File: config.mk
export PLATFORM = sky130hd
export DESIGN_NAME = countdown8_timer_flat
export DESIGN_NICKNAME = d
export VERILOG_FILES = /design/src/rtl/countdown8_timer_if.sv /design/src/rtl/countdown8_timer.sv /design/src/flat_wrapper.sv
export SDC_FILE = /design/constraint.sdc
export NUM_CORES = 1
export LEC_CHECK = 0
export CAP_MARGIN = 20
export CORE_MARGIN = 3
export CORE_UTILIZATION = 25
export CTS_CLUSTER_SIZE = 10
export DETAILED_ROUTE_END_ITERATION = 16
export GPL_ROUTABILITY_DRIVEN = 0
export GPL_TIMING_DRIVEN = 0
export MAX_ROUTING_LAYER = met4
export PLACE_DENSITY = 0.5
export SYNTH_ARGS = -nofsm -noshare
export SYNTH_HDL_FRONTEND = slang
export SYNTH_SLANG_ARGS = --single-unit
File: constraint.sdc
create_clock -name clock -period 2.8 [get_ports clock]
set_input_delay 0.28 -clock clock [delete_from_list [all_inputs] [get_ports clock]]
set_output_delay 0.28 -clock clock [all_outputs]
set_load 0.05 [all_outputs]
File: src/rtl/countdown8_timer_if.sv
// Control/status bundle for the 8-bit cascaded countdown timer.
// The master drives load/start_stop/data; the timer (slave) returns the count and status flags.
interface countdown8_timer_if;
  logic       load;
  logic       start_stop;
  logic [7:0] data;
  logic [7:0] count;
  logic       zero;
  logic       tc;
  logic       running;
  logic       expired;

  modport master (
    output load, start_stop, data,
    input  count, zero, tc, running, expired
  );

  modport slave (
    input  load, start_stop, data,
    output count, zero, tc, running, expired
  );
endinterface

File: src/rtl/countdown8_timer.sv
// 8-bit down-counting timer made of two cascaded nibbles (low-nibble borrow decrements the high nibble),
// with a terminal-count pulse, IDLE/RUN/HOLD/EXPIRED control, optional auto-reload and optional BCD.
module countdown8_timer #(
  parameter bit AUTO_RELOAD = 1'b0,
  parameter bit BCD_MODE    = 1'b0
) (
  input  logic            clock,
  input  logic            clear,
  countdown8_timer_if.slave bus
);

  typedef enum logic [1:0] {
    S_IDLE    = 2'd0,
    S_RUN     = 2'd1,
    S_HOLD    = 2'd2,
    S_EXPIRED = 2'd3
  } state_t;

  state_t     state_p0, state_nxt;
  logic [7:0] count_p0, count_nxt;
  logic [7:0] reload_p0, reload_nxt;
  logic       tc_p0, tc_nxt;
  logic [7:0] loaded;

  // Saturate each nibble to 9 so a BCD counter never holds a non-decimal digit.
  function automatic logic [7:0] clamp_bcd(input logic [7:0] v);
    logic [3:0] hi;
    logic [3:0] lo;
    hi = v[7:4];
    lo = v[3:0];
    if (BCD_MODE) begin
      if (hi > 4'd9) hi = 4'd9;
      if (lo > 4'd9) lo = 4'd9;
    end
    return {hi, lo};
  endfunction

  function automatic logic [7:0] dec_count(input logic [7:0] v);
    logic [3:0] hi;
    logic [3:0] lo;
    hi = v[7:4];
    lo = v[3:0];
    if (lo == 4'd0) begin
      lo = BCD_MODE ? 4'd9 : 4'hF;
      hi = hi - 4'd1;
    end else begin
      lo = lo - 4'd1;
    end
    return {hi, lo};
  endfunction

  always_comb begin
    state_nxt  = state_p0;
    count_nxt  = count_p0;
    reload_nxt = reload_p0;
    tc_nxt     = 1'b0;
    loaded     = clamp_bcd(bus.data);

    if (bus.load) begin
      count_nxt  = loaded;
      reload_nxt = loaded;
      if (loaded == 8'd0)      state_nxt = S_IDLE;
      else if (bus.start_stop) state_nxt = S_RUN;
      else                     state_nxt = S_HOLD;
    end else begin
      case (state_p0)
        S_RUN, S_HOLD: begin
          // Only reachable at zero with auto-reload: an empty reload value has nothing to time.
          if (count_p0 == 8'd0 && reload_p0 == 8'd0) begin
            state_nxt = S_IDLE;
          end else if (!bus.start_stop) begin
            state_nxt = S_HOLD;
          end else if (count_p0 != 8'd0) begin
            count_nxt = dec_count(count_p0);
            state_nxt = S_RUN;
            if (count_p0 == 8'd1) begin
              tc_nxt = 1'b1;
              if (!AUTO_RELOAD) state_nxt = S_EXPIRED;
            end
          end else begin
            // Zero is a real enabled cycle before reloading, giving a period of reload+1.
            count_nxt = reload_p0;
            state_nxt = S_RUN;
          end
        end
        default: begin
        end
      endcase
    end
  end

  // Stage p0: state, count, reload and tc registers
  always_ff @(posedge clock) begin
    if (clear) begin
      state_p0  <= S_IDLE;
      count_p0  <= 8'd0;
      reload_p0 <= 8'd0;
      tc_p0     <= 1'b0;
    end else begin
      state_p0  <= state_nxt;
      count_p0  <= count_nxt;
      reload_p0 <= reload_nxt;
      tc_p0     <= tc_nxt;
    end
  end

  assign bus.count   = count_p0;
  assign bus.zero    = (count_p0 == 8'd0);
  assign bus.tc      = tc_p0;
  assign bus.running = (state_p0 == S_RUN);
  assign bus.expired = (state_p0 == S_EXPIRED);

endmodule
File: src/flat_wrapper.sv
// flat-port wrapper written by rule: the top's interface ports become plain ports
module countdown8_timer_flat 
#(
  parameter bit AUTO_RELOAD = 1'b0,
  parameter bit BCD_MODE    = 1'b0
)
  (clock, clear, bus_load, bus_start_stop, bus_data, bus_count, bus_zero, bus_tc, bus_running, bus_expired);
  countdown8_timer_if bus_i ();
  input  logic clock;
  input  logic clear;
  input wire logic [$bits(bus_i.load)-1:0] bus_load;
  input wire logic [$bits(bus_i.start_stop)-1:0] bus_start_stop;
  input wire logic [$bits(bus_i.data)-1:0] bus_data;
  output wire logic [$bits(bus_i.count)-1:0] bus_count;
  output wire logic [$bits(bus_i.zero)-1:0] bus_zero;
  output wire logic [$bits(bus_i.tc)-1:0] bus_tc;
  output wire logic [$bits(bus_i.running)-1:0] bus_running;
  output wire logic [$bits(bus_i.expired)-1:0] bus_expired;
  assign bus_i.load = bus_load;
  assign bus_i.start_stop = bus_start_stop;
  assign bus_i.data = bus_data;
  assign bus_count = bus_i.count;
  assign bus_zero = bus_i.zero;
  assign bus_tc = bus_i.tc;
  assign bus_running = bus_i.running;
  assign bus_expired = bus_i.expired;
  countdown8_timer #(.AUTO_RELOAD(AUTO_RELOAD), .BCD_MODE(BCD_MODE)) u_core (.clock(clock), .clear(clear), .bus(bus_i));
endmodule
# After elaboration in Yosys (flattened, before gate mapping)
# Cells that the tools add are included.
# word_totals
inputBits	12
ff_bits	19
mem_bits_rw	0
rom_bits	0
latch_bits	0
out_inout_bits	12
word_cells	44
mem_count	0
# classes
order_cmp	0
shifts	0
n_bitwise	3
n_reduce_logical	12
div_mod_pow	0
mul	0
addsub	2
n_eq_ne	6
n_mux	16
# op_table
operator	n
2-to-1 mux 8 bit	5
zero test 8 bit	3
2-to-1 mux 2 bit	8
== test 8 x 1 -> 1 bit, second input constant	1
2-to-1 mux 4 bit	2
nonzero test 8 bit	1
subtractor 4 x 1 -> 4 bit, second input constant	2
OR reduction 6 bit	1
== test 2 bit, second input constant	2
zero test 4 bit	1
AND reduction 4 bit	1
nonzero test 2 bit	2
!= test 3 bit, second input constant	1
NOT 1 bit	3
AND reduction 3 bit	1
== test 2 x 1 -> 1 bit, second input constant	1
!= test 2 bit, second input constant	1
OR reduction 2 bit	1
logical AND 1 bit	1
2-to-1 mux 1 bit	1

# Depth between registers and ports, before layout
# Gate-level depths: netlist of the first run.
# depth
ltp_word	7
depth_mapped	7
mapped_depth_nobuf	6

# Worst setup path before layout of the first run
# No wires, ideal clock.
# synth_path
kind	register to register
start	register u_core.count_p0[1], in the netlist u_core.bus.count[1]
end	register u_core.count_p0[0], in the netlist u_core.bus.count[0]
path_buffers	1
setup_ps	138
path_slack_ps	483
arrival_ps	2178
synth_period_minus_slack_ps	2317
required_ps	2662
stages_incl_launch_ff	8
cell_sequence	dfxtp_1 inv_1 ha_1 or3b_1 buf_6 or3_1 a2111oi_2 a2111oi_2
# synth_between
elab_chain_cells	7
word_cells_on_any_way	12
classes_between	1 x eq/ne; 6 x mux; 5 x reduce/logical
# synth_rtl
element	line	source
from (decl)	countdown8_timer.sv:20	logic [7:0] count_p0, count_nxt;
from (signal assigned)	countdown8_timer.sv:101	count_p0 <= count_nxt;
zero test 4 bit	countdown8_timer.sv:43	if (lo == 4'd0) begin
2-to-1 mux 4 bit	countdown8_timer.sv:43	
2-to-1 mux 8 bit	countdown8_timer.sv:73	end else if (count_p0 != 8'd0) begin
2-to-1 mux 8 bit	countdown8_timer.sv:71	end else if (!bus.start_stop) begin
2-to-1 mux 8 bit	countdown8_timer.sv:69	if (count_p0 == 8'd0 && reload_p0 == 8'd0) begin
2-to-1 mux 8 bit	countdown8_timer.sv:66	case (state_p0)
2-to-1 mux 8 bit	countdown8_timer.sv:59	if (bus.load) begin
# Several ways; a longest one is shown, not always the timed one. The select of a mux whose other input is x is not followed.
# A chain may end at the register's enable or synchronous reset.

# Final worst setup path of the first run
# layout_path
start	register u_core.count_p0[0], in the netlist u_core.bus.count[0]
end	output bus_zero
# layout_between
elab_chain_cells	1
# layout_rtl
element	line	source
zero test 8 bit	countdown8_timer.sv:108	assign bus.zero = (count_p0 == 8'd0);
to (decl)	flat_wrapper.sv:15	output wire logic [$bits(bus_i.zero)-1:0] bus_zero;
# Every way passes these cells.

==> results of run 1 <==
stage by stage:
stage	instances	hold WS [ns]	cell area [um2]	power, W	setup WS (ns)
after global placement	215	0.4980	1494	0.0005709	0.2270
final	219	0.5131	1538	0.0007610	0.2014
after CTS	219	0.5079	1538	0.0007650	0.2014
after global routing	219	0.5481	1538	0.0008018	0.04977
after detailed placement	215	0.4956	1494	0.0005704	0.2276
after floorplan	140	0.4276	1199	0.0004907	0.4833
cell usage after synthesis (2+ instances only):
cell,count,area share [%]
clkbuf_1,4,1.3
nor3b_1,2,1.3
or3b_1,2,1.5
buf_6,2,1.9
nor3_1,2,0.84
a31oi_1,2,1.0
dfxtp_1,19,32
ha_1,6,6.3
a2111oi_2,2,2.5
inv_1,10,3.1
nand2b_1,2,1.0
o211ai_1,2,1.3
nor2_1,16,5.0
or4_1,3,1.9
xnor2_1,2,1.5
mux2i_1,7,5.8
a311oi_1,5,3.7
nor4_1,5,2.6
o2111ai_1,4,2.9
nand4_1,2,1.0
nand3_1,3,1.3
o21ai_0,6,2.5
a21oi_1,5,2.1
nand2_1,8,2.5
area by class of cell:
type	count	area, um2
buffer	7	41.29
clock buffer	4	45.04
fill	476	2967
inverter	11	41.29
multi-input combinational	103	735.7
sequential	19	380.4
tap	52	65.06
timing repair buffer	23	229.0
metal layers:
metal / vias up / track usage [%]
met5: - / -
met1: 559 / 15.97
met2: 19 / 19.25
met3: 3 / 1.602
met4: 0 / 5.049
li1: 589 / -
worst reg2reg max path: stages, from the launching register on:
cell and delay [ns]:
dfxtp_1 0.38, inv_1 0.09, ha_1 0.27, or3b_1 0.39, buf_6 0.15, or3_1 0.36
a2111oi_2 0.40, a2111oi_2 0.08
sequential cells by signal, indices dropped and copies added, names as in the netlist:
register and flops:
u_core.bus.count 8, u_core.bus.tc 1, u_core.reload_p0 8, u_core.state_p0 2
what timing repair did:
action	CTS	global route
resized for setup	1	0
endpoints found under the setup margin	1	0
hold endpoints to repair	0	0
worst min path at each step:
stage / startpoint / to / slack, ns
2_1_floorplan: bus_data[0] / u_core.reload_p0[0]$_SDFFE_PP0P_ / 0.43
3_3_place_gp: u_core.reload_p0[2]$_SDFFE_PP0P_ / u_core.reload_p0[2]$_SDFFE_PP0P_ / 0.50
3_5_place_dp: u_core.reload_p0[2]$_SDFFE_PP0P_ / u_core.reload_p0[2]$_SDFFE_PP0P_ / 0.50
4_1_cts: u_core.reload_p0[2]$_SDFFE_PP0P_ / u_core.reload_p0[2]$_SDFFE_PP0P_ / 0.51
5_1_grt: u_core.reload_p0[2]$_SDFFE_PP0P_ / u_core.reload_p0[2]$_SDFFE_PP0P_ / 0.55
6_report: u_core.reload_p0[2]$_SDFFE_PP0P_ / u_core.reload_p0[2]$_SDFFE_PP0P_ / 0.51
where the power goes:
| group | leakage [nW] | switching (W) | internal [W] |
|---|---|---|---|
| Sequential | 0.157 | 0.0000236 | 0.000289 |
| Clock | 0.0228 | 0.0000959 | 0.000101 |
| Combinational | 0.396 | 0.000150 | 0.000101 |
| Total | 0.576 | 0.000269 | 0.000492 |
logic make-up (layout without fill, tap and decap cells):
| logic type | after synthesis | after routing | synth area share (%) |
|---|---|---|---|
| mux | 7 | 7 | 5.846 |
| fa+ha+maj | 6 | 6 | 6.263 |
| xor+xnor | 2 | 2 | 1.462 |
| buf+inv | 18 | 45 | 6.889 |
| compound gates | 37 | 37 | 23.80 |
| flops | 19 | 19 | 31.73 |
| simple gates | 51 | 51 | 24.01 |
layout by cell type (no fill, tap or decap), types with 3 or more instances in the layout:
cell	n
clkbuf_8	3
nand2_1	8
a21oi_1	5
or4_1	3
clkbuf_1	5
mux2i_1	7
nor4_1	5
nand3_1	3
o2111ai_1	4
nor2_1	16
dfxtp_1	19
ha_1	6
o21ai_0	6
inv_1	10
clkdlybuf4s50_1	22
a311oi_1	5
==> run metrics, run 1 <==
status=finished clean; FF+latch count, synth=19; TritonCTS buffer count=3; clock-pin slew on the worst setup and hold paths=0.07 ns; Seq/Total Area, Yosys=31.73%; r2r startpoint=u_core.bus.count[0]$_SDFFE_PP0P_; DP Wirelength=2504 um; post-synthesis instance total=140; CP endpoint=bus_zero; Port-buffer cells=23; num rows=24; layout cell share with drive strength beyond 1=5.988%; worst reg2reg path endpoint=u_core.bus.count[0]$_SDFFE_PP0P_; worst reg-to-reg path cell count=7; Max Used Layer=met4; critical path's largest stage delay=0.53 ns; yosys warns=0; Setup-failing EPs final=0; DR DRC count=0; Starting Density=26.61%; total track usage=12.30%; total vias in the final route=1170; TritonCTS sink count=19; CTS tree=done; Post-layout nets=186; final core utilization=34.14%; root buffer cell=clkbuf_8; Critical Path RT=2.52 ns; worst-margin pin slew=0.5828 ns; vias in the first global route=1120; Routed WL=3185 um; CP Data Arrival Time=2.32 ns; Slowest-stage cell, CP=dlygate4sd2_1; PwrDens=494.9 mW/mm2; Critical Path, Cell by Cell=inv_1, ha_1, nor3b_1, nand2_1, inv_1, dlygate4sd2_1; Most common cell on crit path=inv_1; ys flop type=dfxtp_1; kind of end point of the critical path=output port; final hold violation count=0; CTS Hold Buffers Added=0; die height=75.25 um; area delta synth->final=28.29%; RSZ-0062 raised after global routing=no; Critical path buffers and inverters=3; met3 WL=46 um; min cycle time layout=2.599 ns; Max Cap Viol=0; Leak Pwr=0.5756 nW; Cell variety after synth=43; CTS H-tree lvls=1; crit-path leading delay family=buffers and inverters; WP depth=6; Vias per Instance=5.342; Routed Antenna Nets=0; Max clock buf depth=2; first-pass GRT wire length=5216 um; period utilisation layout=92.81%; Final TNS setup=0 ns; Max Fanout on Critical Path=7; syn_area_per_cell=8.562 um2; GR Overflow Total=0; Die X-Extent=75.25 um; Hold Path Class=reg -> reg; Setup crit start=u_core.bus.count[0]$_SDFFE_PP0P_; Synth Cell Area=0.001199 mm2; initial antenna violation count=0; met2 WL=1572 um; Synthesized Nets=158; drt first pass iters=4; worst hold path depth=2; Crit Path Class=reg -> out; die area=0.005662 mm2; Setup Skew=0.001240 ns; largest net degree at the start of global routing=11; Routed WL per cell=14.54 um; Post-synth ARST share=0%; flop2flop setup slack=0.55 ns; Worst-Skew Late Latency=0.26 ns; Post-synth EDFFs=0; crit start category=flip-flop; setup bufs post-CTS=0; diodes inserted=0; Slew Limit Headroom=61.15%; Core Area=0.004504 mm2; VDD IR max=128.3 uV; IO Count=24; M1 wire length=1544 um; f_max=0.3848 GHz; Slew Limit Fails=0; drt initial violations=64
(Power assumes the default switching activity.)
==> run 2, diff against run 1 <==
--- a/config.mk
+++ b/config.mk
@@ -11,9 +11,9 @@
 export CTS_CLUSTER_SIZE = 10
 export DETAILED_ROUTE_END_ITERATION = 16
 export GPL_ROUTABILITY_DRIVEN = 0
-export GPL_TIMING_DRIVEN = 0
 export MAX_ROUTING_LAYER = met4
 export PLACE_DENSITY = 0.5
 export SYNTH_ARGS = -nofsm -noshare
 export SYNTH_HDL_FRONTEND = slang
 export SYNTH_SLANG_ARGS = --single-unit
+export TNS_END_PERCENT = 20
==> constraint.sdc (replaced) <==
create_clock -name clock -period 3 [get_ports clock]
set_input_delay 0.3 -clock clock [delete_from_list [all_inputs] [get_ports clock]]
set_output_delay 0.3 -clock clock [all_outputs]
set_load 0.05 [all_outputs]
==> run metrics, run 2 (synthesis results as in run 1) <==
Setup-failing EPs final=0 (unchanged); Port-buffer cells=23 (unchanged); die area=0.005662 mm2 (unchanged); Core Area=0.004504 mm2 (unchanged); setup slack after layout=0.1934 ns (-0.008058 ns); kind of end point of the critical path=output port; Post-layout nets=180 (-3.2%); vias in the first global route=1061 (-5.3%); RSZ-0062 raised after global routing=no; Post-Place Cell Area=0.001460 mm2 (-2.3%); TritonCTS sink count=19 (unchanged); DR DRC count=0 (unchanged); root buffer cell=clkbuf_8; Starting Density=26.61% (unchanged); GR Overflow Total=0 (unchanged); Critical path buffers and inverters=3 (unchanged); total vias in the final route=1140 (-2.6%); setup bufs post-CTS=0 (unchanged); drt initial violations=68 (+6.3%); non-filler instance count after layout=213 (-2.7%); Vias per Instance=5.352 (+0.18%); Routed Antenna Nets=0 (unchanged); crit-path leading delay family=buffers and inverters; Most common cell on crit path=inv_1; diodes inserted=0 (unchanged); die height=75.25 um (unchanged); Final TNS setup=0 ns (unchanged); layout cell share with drive strength beyond 1=5.590% (-0.40 points); Max Cap Viol=0 (unchanged); Slew Limit Headroom=48.42% (-13 points); total track usage=11.70% (-0.60 points); Leak Pwr=0.5584 nW (-3.0%); initial antenna violation count=0 (unchanged); CTS Hold Buffers Added=0 (unchanged); CTS H-tree lvls=1 (unchanged); largest net degree at the start of global routing=25 (+14); Critical Path RT=2.70 ns (+0.18 ns); f_max=0.3563 GHz; Setup Skew=0.002076 ns (+0.0008355 ns); Max Fanout on Critical Path=7 (unchanged); min cycle time layout=2.807 ns; CP Data Arrival Time=2.51 ns (+0.19 ns); period utilisation layout=93.55%; VDD IR max=128.4 uV (+0.13%); Die X-Extent=75.25 um (unchanged); fillcell total=484 (+1.7%); status=finished clean; Max clock buf depth=2 (unchanged); num rows=24 (unchanged); # resized after CTS=0 (-1); Routed WL=3053 um (-4.1%); Critical Path, Cell by Cell=inv_1, ha_1, nor3b_1, nand2_1, inv_1, clkdlybuf4s50_1; Slew Limit Fails=0 (unchanged); IO Count=24 (unchanged); DP Wirelength=2333 um (-6.8%); Setup WS pre-CTS=0.5067 ns (+0.2791 ns); drt first pass iters=4 (unchanged); Worst-Skew Late Latency=0.26 ns (about the same); area delta synth->final=25.57%; final hold violation count=0 (unchanged); Power Total=0.0006988 W (-8.2%); first-pass GRT wire length=5002 um (-4.1%); Hold Path Class=reg -> reg; CTS tree=done; most frequent cells in the layout=clkdlybuf4s50_1, dfxtp_1, nor2_1; most common cell after layout, fill and taps aside=clkdlybuf4s50_1; Slowest-stage cell, CP=clkdlybuf4s50_1; PwrDens=464.3 mW/mm2 (-6.2%); TritonCTS buffer count=3 (unchanged); Routed WL per cell=14.33 um (-1.4%); critical path's largest stage delay=0.80 ns (+0.27 ns); clock-pin slew on the worst setup and hold paths=0.07 ns (about the same); crit start category=flip-flop; placed instance count=209 (-2.8%); Crit Path Class=reg -> out; worst-margin pin slew=0.7713 ns (+0.1886 ns); Finished Cell Area=0.001505 mm2 (-2.1%)
-- run 2: changes by cell type in the layout (fill, tap and decap cells not counted) --
cell / before / now
buf_1: 1 / 0
clkdlybuf4s50_1: 22 / 23
dlygate4sd2_1: 1 / 0
clkbuf_1: 5 / 1
buf_4: 0 / 1
buf_6: 2 / 0
-- run 2: report_power, final --
group	total (W)	switching, W	leakage [nW]	internal [W]
clock	0.000181	0.0000870	0.0228	0.0000945
sequential	0.000293	0.0000233	0.157	0.000270
combinational	0.000224	0.000136	0.379	0.0000884
-- run 2: stage by stage --
stage	utilization, %	hold slack (ns)
2_1_floorplan	-	0.4476
3_3_place_gp	32.42	0.5004
3_5_place_dp	32.42	0.5006
4_1_cts	33.42	0.5133
5_1_grt	33.42	0.5435
6_report	33.42	0.5110
-- run 2: final timing paths --
check	start	to	slack, ns	cells past startpoint
setup / recovery	u_core.bus.count[0]$_SDFFE_PP0P_	bus_zero	0.19	6
hold / removal	u_core.reload_p0[2]$_SDFFE_PP0P_	u_core.reload_p0[2]$_SDFFE_PP0P_	0.51	2
setup reg to reg	u_core.bus.count[0]$_SDFFE_PP0P_	u_core.bus.count[0]$_SDFFE_PP0P_	0.68	6
hold reg to reg	u_core.reload_p0[2]$_SDFFE_PP0P_	u_core.reload_p0[2]$_SDFFE_PP0P_	0.51	2
-- run 2: layout make-up --
type | instances | area [um2] | share of cell area (%)
repair buffers | 24 | 237.7 | 15.79
multi-input cells | 103 | 735.7 | 48.88
clock buffers | 4 | 45.04 | 2.993
well taps | 52 | 65.06 | 4.323
flip-flops and latches | 19 | 380.4 | 25.27
inverters | 11 | 41.29 | 2.743
-- run 2: tightest hold or removal path: stages, from the launching register on --
cell	delay (ns)
dfxtp_1	0.34
nand2_1	0.07
a21oi_1	0.06
-- run 2: layer usage --
layer | vias up | track usage [%] | wire [um] | part of all wire (%)
met5 | - | - | 0 | 0
met4 | 0 | 5.437 | 76 | 2.5
met3 | 8 | 1.736 | 95 | 3.1
met2 | 22 | 17.50 | 1397 | 46
met1 | 536 | 15.46 | 1483 | 49
li1 | 574 | - | - | -
==> run 3, diff against run 2 <==
--- a/config.mk
+++ b/config.mk
@@ -16,4 +16,3 @@
 export SYNTH_ARGS = -nofsm -noshare
 export SYNTH_HDL_FRONTEND = slang
 export SYNTH_SLANG_ARGS = --single-unit
-export TNS_END_PERCENT = 20
==> results of run 3 <==
Final layout, timing and power as in run 2 (identical DEF).
